[src/rtl/mips_regfile_if.sv]
// rtl/mips_regfile_if.sv - decode/write-back bus to the register file; parity signals under REGFILE_PARITY_EN
interface mips_regfile_if #(
  parameter int DATA_W = 32,
  parameter int ADDR_W = 5
);

  // write-back write port
  logic              we;
  logic [ADDR_W-1:0] waddr;
  logic [DATA_W-1:0] wdata;

  // decode read ports
  logic              re1;
  logic [ADDR_W-1:0] raddr1;
  logic [DATA_W-1:0] rdata1;
  logic              re2;
  logic [ADDR_W-1:0] raddr2;
  logic [DATA_W-1:0] rdata2;

  // status
  logic              init_busy;

`ifdef REGFILE_PARITY_EN
  logic              perr1;
  logic              perr2;
  logic              perr_sticky;

  modport master (
    output we, waddr, wdata, re1, raddr1, re2, raddr2,
    input  rdata1, rdata2, init_busy, perr1, perr2, perr_sticky
  );

  modport slave (
    input  we, waddr, wdata, re1, raddr1, re2, raddr2,
    output rdata1, rdata2, init_busy, perr1, perr2, perr_sticky
  );
`else
  modport master (
    output we, waddr, wdata, re1, raddr1, re2, raddr2,
    input  rdata1, rdata2, init_busy
  );

  modport slave (
    input  we, waddr, wdata, re1, raddr1, re2, raddr2,
    output rdata1, rdata2, init_busy
  );
`endif

endinterface

[src/rtl/mips_regfile.sv]
// rtl/mips_regfile.sv - 32x32 MIPS register file, 2 comb read ports, 1 write port, post-reset clear; optional parity via REGFILE_PARITY_EN
module mips_regfile #(
  parameter int DATA_W   = 32,
  parameter int ADDR_W   = 5,
  parameter int NUM_REGS = 2 ** ADDR_W
) (
  input  logic          i_clk,
  input  logic          i_rst,
  mips_regfile_if.slave rf
);

`ifdef REGFILE_PARITY_EN
  localparam int MEM_W = DATA_W + 1;
`else
  localparam int MEM_W = DATA_W;
`endif

  localparam logic [ADDR_W-1:0] LAST_PTR  = ADDR_W'(NUM_REGS - 1);
  localparam logic [ADDR_W-1:0] FIRST_PTR = ADDR_W'(1);

  typedef enum logic [0:0] {
    S_CLEAR = 1'b0,
    S_READY = 1'b1
  } state_t;

  state_t            r_state;
  state_t            w_state_nxt;
  logic [ADDR_W-1:0] r_clr_ptr;
  logic [ADDR_W-1:0] w_clr_ptr_nxt;
  logic              r_init_busy;
  logic              w_init_busy_nxt;

  // Storage has no reset so it can map onto a RAM; entry 0 is never written.
  logic [MEM_W-1:0]  r_mem [0:NUM_REGS-1];

  logic              w_mem_we;
  logic [ADDR_W-1:0] w_mem_addr;
  logic [MEM_W-1:0]  w_mem_data;

  logic [DATA_W-1:0] w_rdata1;
  logic [DATA_W-1:0] w_rdata2;
  logic              w_rd_blocked;

`ifdef REGFILE_PARITY_EN
  logic              w_perr1;
  logic              w_perr2;
  logic              r_perr_sticky;
`endif

  // Sequencer state: reset restarts the clear walk at entry 1.
  always_ff @(posedge i_clk) begin
    if (i_rst) begin
      r_state     <= S_CLEAR;
      r_clr_ptr   <= FIRST_PTR;
      r_init_busy <= 1'b1;
    end else begin
      r_state     <= w_state_nxt;
      r_clr_ptr   <= w_clr_ptr_nxt;
      r_init_busy <= w_init_busy_nxt;
    end
  end

  // Next state and array write selection: clear walk owns the write port until READY.
  always_comb begin
    w_state_nxt     = r_state;
    w_clr_ptr_nxt   = r_clr_ptr;
    w_init_busy_nxt = r_init_busy;
    w_mem_we        = 1'b0;
    w_mem_addr      = '0;
    w_mem_data      = '0;
    if (!i_rst) begin
      case (r_state)
        S_CLEAR: begin
          w_mem_we   = 1'b1;
          w_mem_addr = r_clr_ptr;
          w_mem_data = '0;
          if (r_clr_ptr == LAST_PTR) begin
            w_state_nxt     = S_READY;
            w_init_busy_nxt = 1'b0;
          end else begin
            w_clr_ptr_nxt = r_clr_ptr + FIRST_PTR;
          end
        end
        S_READY: begin
          w_init_busy_nxt = 1'b0;
          if (rf.we && (rf.waddr != '0)) begin
            w_mem_we   = 1'b1;
            w_mem_addr = rf.waddr;
`ifdef REGFILE_PARITY_EN
            w_mem_data = {^rf.wdata, rf.wdata};
`else
            w_mem_data = rf.wdata;
`endif
          end
        end
        default: begin
          w_state_nxt = S_CLEAR;
        end
      endcase
    end
  end

  // Single array write port shared by the clear walk and write-back.
  always_ff @(posedge i_clk) begin
    if (w_mem_we) begin
      r_mem[w_mem_addr] <= w_mem_data;
    end
  end

  assign w_rd_blocked = i_rst || r_init_busy;

  // Read port 1: zero while blocked/disabled/r0, bypass a same-cycle write, else storage.
  always_comb begin
    w_rdata1 = '0;
`ifdef REGFILE_PARITY_EN
    w_perr1  = 1'b0;
`endif
    if (!w_rd_blocked && rf.re1 && (rf.raddr1 != '0)) begin
      if (rf.we && (rf.waddr == rf.raddr1)) begin
        w_rdata1 = rf.wdata;
      end else begin
        w_rdata1 = r_mem[rf.raddr1][DATA_W-1:0];
`ifdef REGFILE_PARITY_EN
        w_perr1  = (^r_mem[rf.raddr1][DATA_W-1:0]) != r_mem[rf.raddr1][DATA_W];
`endif
      end
    end
  end

  // Read port 2: same priority as port 1; both may bypass together.
  always_comb begin
    w_rdata2 = '0;
`ifdef REGFILE_PARITY_EN
    w_perr2  = 1'b0;
`endif
    if (!w_rd_blocked && rf.re2 && (rf.raddr2 != '0)) begin
      if (rf.we && (rf.waddr == rf.raddr2)) begin
        w_rdata2 = rf.wdata;
      end else begin
        w_rdata2 = r_mem[rf.raddr2][DATA_W-1:0];
`ifdef REGFILE_PARITY_EN
        w_perr2  = (^r_mem[rf.raddr2][DATA_W-1:0]) != r_mem[rf.raddr2][DATA_W];
`endif
      end
    end
  end

`ifdef REGFILE_PARITY_EN
  // Sticky parity flag: any port error since the last reset.
  always_ff @(posedge i_clk) begin
    if (i_rst) begin
      r_perr_sticky <= 1'b0;
    end else if (w_perr1 || w_perr2) begin
      r_perr_sticky <= 1'b1;
    end
  end

  assign rf.perr1       = w_perr1;
  assign rf.perr2       = w_perr2;
  assign rf.perr_sticky = r_perr_sticky;
`endif

  assign rf.rdata1    = w_rdata1;
  assign rf.rdata2    = w_rdata2;
  assign rf.init_busy = r_init_busy;

endmodule

[src/flat_wrapper.sv]
// flat-port wrapper written by rule: the top's interface ports become plain ports
module mips_regfile_flat 
#(
  parameter int DATA_W   = 32,
  parameter int ADDR_W   = 5,
  parameter int NUM_REGS = 2 ** ADDR_W
)
  (i_clk, i_rst, rf_we, rf_waddr, rf_wdata, rf_re1, rf_raddr1, rf_re2, rf_raddr2, rf_rdata1, rf_rdata2, rf_init_busy);
  mips_regfile_if #(.DATA_W(DATA_W), .ADDR_W(ADDR_W)) rf_i ();
  input  logic i_clk;
  input  logic i_rst;
  input wire logic [$bits(rf_i.we)-1:0] rf_we;
  input wire logic [$bits(rf_i.waddr)-1:0] rf_waddr;
  input wire logic [$bits(rf_i.wdata)-1:0] rf_wdata;
  input wire logic [$bits(rf_i.re1)-1:0] rf_re1;
  input wire logic [$bits(rf_i.raddr1)-1:0] rf_raddr1;
  input wire logic [$bits(rf_i.re2)-1:0] rf_re2;
  input wire logic [$bits(rf_i.raddr2)-1:0] rf_raddr2;
  output wire logic [$bits(rf_i.rdata1)-1:0] rf_rdata1;
  output wire logic [$bits(rf_i.rdata2)-1:0] rf_rdata2;
  output wire logic [$bits(rf_i.init_busy)-1:0] rf_init_busy;
  assign rf_i.we = rf_we;
  assign rf_i.waddr = rf_waddr;
  assign rf_i.wdata = rf_wdata;
  assign rf_i.re1 = rf_re1;
  assign rf_i.raddr1 = rf_raddr1;
  assign rf_i.re2 = rf_re2;
  assign rf_i.raddr2 = rf_raddr2;
  assign rf_rdata1 = rf_i.rdata1;
  assign rf_rdata2 = rf_i.rdata2;
  assign rf_init_busy = rf_i.init_busy;
  mips_regfile #(.DATA_W(DATA_W), .ADDR_W(ADDR_W), .NUM_REGS(NUM_REGS)) u_core (.i_clk(i_clk), .i_rst(i_rst), .rf(rf_i));
endmodule
[config.mk]
export PLATFORM = sky130hd
export DESIGN_NAME = mips_regfile_flat
export DESIGN_NICKNAME = d
export VERILOG_FILES = /design/src/rtl/mips_regfile_if.sv /design/src/rtl/mips_regfile.sv /design/src/flat_wrapper.sv
export SDC_FILE = /design/constraint.sdc
export NUM_CORES = 1
export LEC_CHECK = 0
export BUFFER_PORTS_ARGS = -buffer_cell sky130_fd_sc_hd__buf_2
export CAP_MARGIN = 0
export CORE_UTILIZATION = 40
export CTS_BUF_LIST = sky130_fd_sc_hd__clkbuf_4 sky130_fd_sc_hd__clkbuf_8
export DETAILED_ROUTE_END_ITERATION = 10
export SYNTH_ARGS = -nofsm -noshare
export SYNTH_HDL_FRONTEND = slang
export SYNTH_SLANG_ARGS = --single-unit
[constraint.sdc]
create_clock -name i_clk -period 6.4 [get_ports i_clk]
set_input_delay 0.96 -clock i_clk [delete_from_list [all_inputs] [get_ports i_clk]]
set_output_delay 0.96 -clock i_clk [all_outputs]
set_load 0.005 [all_outputs]
==> out/qor.csv <==
stage,metric,value,unit
status,status,completed,
clock_tree,htree_num_levels,4,
route,met1Wirelength,58200,um
sta,tns,0,ns
global_route,grt_pass1_wl,219000,um
sta,finalHoldViolCount,0,
route,drt_iter0_drc,4024,
logic_synthesis,netlist_instances,2494,
setup_path,critical_path.cell_chain,buf_8 -> buf_12 -> mux4_2 -> a22o_1 -> a2111oi_0 -> a211oi_1 -> buf_2,
final_layout,multi_input_area,16600,um2
setup_path,end_kind,output pin,
logic_synthesis,yosys.cell_types.count,46,
setup_path,r2r_cells,5,
logic_synthesis,synth_area_per_cell,19.3,um2
clock_tree,clk_path_buf_depth,3,
setup_path,max_stage_delay,0.83,ns
run,maxCapViolCount,0,
clock_tree,ctsResizeCount,0,
sta,clock_skew,0.0410,ns
logic_synthesis,ys_seq_area_frac,0.641,
global_route,antenna_found_initial,8,
min_path,hp-start,i_rst,
min_path,min_path_cells,2,
die,rows,126,
route,routed.top_layer,met4,
setup_path,crit-reg2reg-launch,u_core.r_state,
sta,fin_ws,1.29,ns
logic_synthesis,synth_area,48200,um2
final_layout,nNetsFinal,2717,
logic_synthesis,synth.ff_latch_count,1031,
global_route,grt.overflow.total,0,
clock_tree,tritoncts,built,
setup_path,cp.arrival,4.15,ns
route,vias_per_cell,6.59,
global_route,grt_max_degree,115,
route,route.detailed.drc,0,
logic_synthesis,synth_top_cell_by_area,edfxtp_1,
logic_synthesis,synth-edff-count,1024,
die,dieArea,122000,um2
sta,whs,0.456,ns
die,ios,117,
sta,setup_viol,0,
die,initial_utilization,0.406,
route,wl_per_cell,35.2,um
clock_tree,cts_sinks,1031,
clock_tree,cts_buffers,175,
placed_design,preCtsSetupSlack,1.30,ns
setup_path,reg2reg_to,u_core.r_mem[2][13],
setup_path,critPathMaxFanout,72,
power_and_ir_drop,p_per_area,259,nW/um2
logic_synthesis,synth_ff_type,edfxtp_1,
final_layout,drive_above_1_share,0.356,
sta,drv_slew,0,
setup_path,startpoint_type,input port,
setup_path,critPathSlowestCell,a2111oi_0,
logic_synthesis,synth_nets,2548,
sta,fmax,196,MHz
final_layout,area_delta_synth_final,12.5,%
die,die_y,349,um
die,die_x,349,um
sta,relSlewSlack,0.0272,
sta,period_share,0.799,
route,routed_wl,155000,um
clock_tree,cts_root_buf,clkbuf_8,
logic_synthesis,synthArstFlopShare,0,
clock_tree,path_clk_slew,0.05,ns
clock_tree,clk_latency,0.86,ns
power_and_ir_drop,peakVddDrop,0.164,mV
placed_design,dp_hpwl,88900,um
setup_path,regToRegSetupSlack,2.69,ns
route,dr_wl_met3,15300,um
route,vias,29000,
min_path,hp-class,in -> reg,
logic_synthesis,synth_top_area_frac,0.638,
setup_path,path_class,in -> out,
die,core,119000,um2
route,drtAntennaViolNets,0,
clock_tree,cts_setup_buffers,0,
power_and_ir_drop,p_leak,15.6,nW
sta,rsz0062_at_grt,no,
global_route,grt.total_usage,0.254,
global_route,first_global_vias,29700,
final_layout,regArea,30900,um2
placed_design,place.gp.congestion,0.821,
final_layout,fillers,9970,
min_path,whs_endpoint,u_core.r_state,
setup_path,critPathRequiredTime,5.44,ns
sta,period_minus_slack,5.11,ns
placed_design,place.port_buffers,116,
clock_tree,cts_hold_buffers,0,
route,first_pass_iters,6,
logic_synthesis,synth_area_leaders,"edfxtp_1 (64%), mux4_2 (22%), mux2i_1 (2.6%), a22oi_1 (1.5%), a221o_1 (1.3%)",
logic_synthesis,synth_warnings,0,
sta,worst_pin_slew,1.46,ns
route,wl_met2,74700,um
==> per-layer routing <==
metal  GRT usage  vias up
met1       0.334    15500
met3      0.0549      351
met4       0.109        0
met2       0.407     1832
met5           0        -
li1            -    11200
==> per-stage QoR <==
stage          utilization  power, W  std cells  cell area (um2)
3_3_place_gp         0.429   0.00852       4086            50900
2_1_floorplan            -   0.00818       2494            48200
6_report             0.456    0.0141       4394            54200
3_5_place_dp         0.429   0.00853       4086            50900
5_1_grt              0.456    0.0144       4392            54200
4_1_cts              0.456    0.0141       4391            54200
==> cells in the mapped netlist, drive strengths merged (2+ instances only) <==
cell type,n
and3,3
nor3b,3
and2,34
xnor2,11
a221o,63
nand4,3
mux4,481
mux2i,127
o311ai,30
nand2b,8
dfxtp,7
a21oi,64
inv,2
xor2,2
or3,2
a22oi,96
nand3b,2
o21ai,36
nor2b,41
nand2,48
ha,2
a221oi,63
nand3,38
edfxtp,1024
nor2,79
clkbuf,102
buf,109
==> layout make-up <==
class	count	share of cell area
inverters	2	0.000139
repair buffers	203	0.0262
diodes	3	0.000139
clock buffers	232	0.0527
multi-input cells	1250	0.307
flip-flops and latches	1031	0.570
clock inverters	73	0.00700
well taps	1600	0.0370
==> worst max-delay path: cells and delay by family <==
kind | cells | cell delay (ns)
AOI/OAI and AO/OA | 3 | 1.39
buffers and inverters | 3 | 1.11
muxes | 1 | 0.58
==> how the worst max path moves through the flow <==
| stage | startpoint | to | slack (ns) | depth (start not counted) |
|---|---|---|---|---|
| finish | rf_raddr1[0] | rf_rdata1[30] | 1.29 | 7 |
| global route | rf_raddr1[0] | rf_rdata1[30] | 1.17 | 7 |
| CTS | rf_raddr1[0] | rf_rdata1[30] | 1.30 | 7 |
| detailed placement | rf_raddr1[0] | rf_rdata1[30] | 1.30 | 7 |
| global placement | rf_raddr1[0] | rf_rdata1[30] | 1.26 | 7 |
| floorplan | rf_raddr2[0] | rf_rdata2[10] | 2.69 | 8 |
==> kinds of logic after synthesis <==
| kind of cell | after synthesis | share of synthesized area |
|---|---|---|
| xor+xnor | 13 | 0.00236 |
| simple gates | 266 | 0.0272 |
| mux | 608 | 0.251 |
| fa+ha+maj | 2 | 0.000519 |
| flops | 1031 | 0.641 |
| buf+inv | 213 | 0.0206 |
| compound gates | 361 | 0.0569 |
==> power breakdown <==
part / internal [W] / total [W] / switching (W)
combinational: 0.000382 / 0.000968 / 0.000586
clock: 0.00293 / 0.00565 / 0.00272
sequential: 0.00740 / 0.00743 / 0.0000332
total: 0.0107 / 0.0141 / 0.00334
==> layout by cell type (no fill, tap or decap), drive strengths merged, types with 2 or more instances in the layout <==
cell type,netlist,layout
o21ai,36,36
mux2i,127,127
ha,2,2
clkbuf,102,232
a22oi,96,96
nand2,48,48
xnor2,11,11
nand4,3,3
nor3b,3,3
and2,34,34
o311ai,30,30
mux4,481,481
buf,109,203
clkinv,0,62
nand3,38,38
nor2b,41,41
inv,2,9
nand3b,2,2
nor2,79,79
dfxtp,7,7
or3,2,2
edfxtp,1024,1024
and3,3,3
nand2b,8,8
clkinvlp,0,3
diode,0,3
xor2,2,2
a221oi,63,63
a221o,63,63
a21oi,64,64
==> sequential cells by signal (all words and copies together), names as in the netlist <==
| register | count |
|---|---|
| u_core.r_clr_ptr | 5 |
| u_core.r_mem | 1024 |
| u_core.r_state | 1 |
| u_core.rf.init_busy | 1 |
Note: power is estimated with default switching activity, not from simulation.
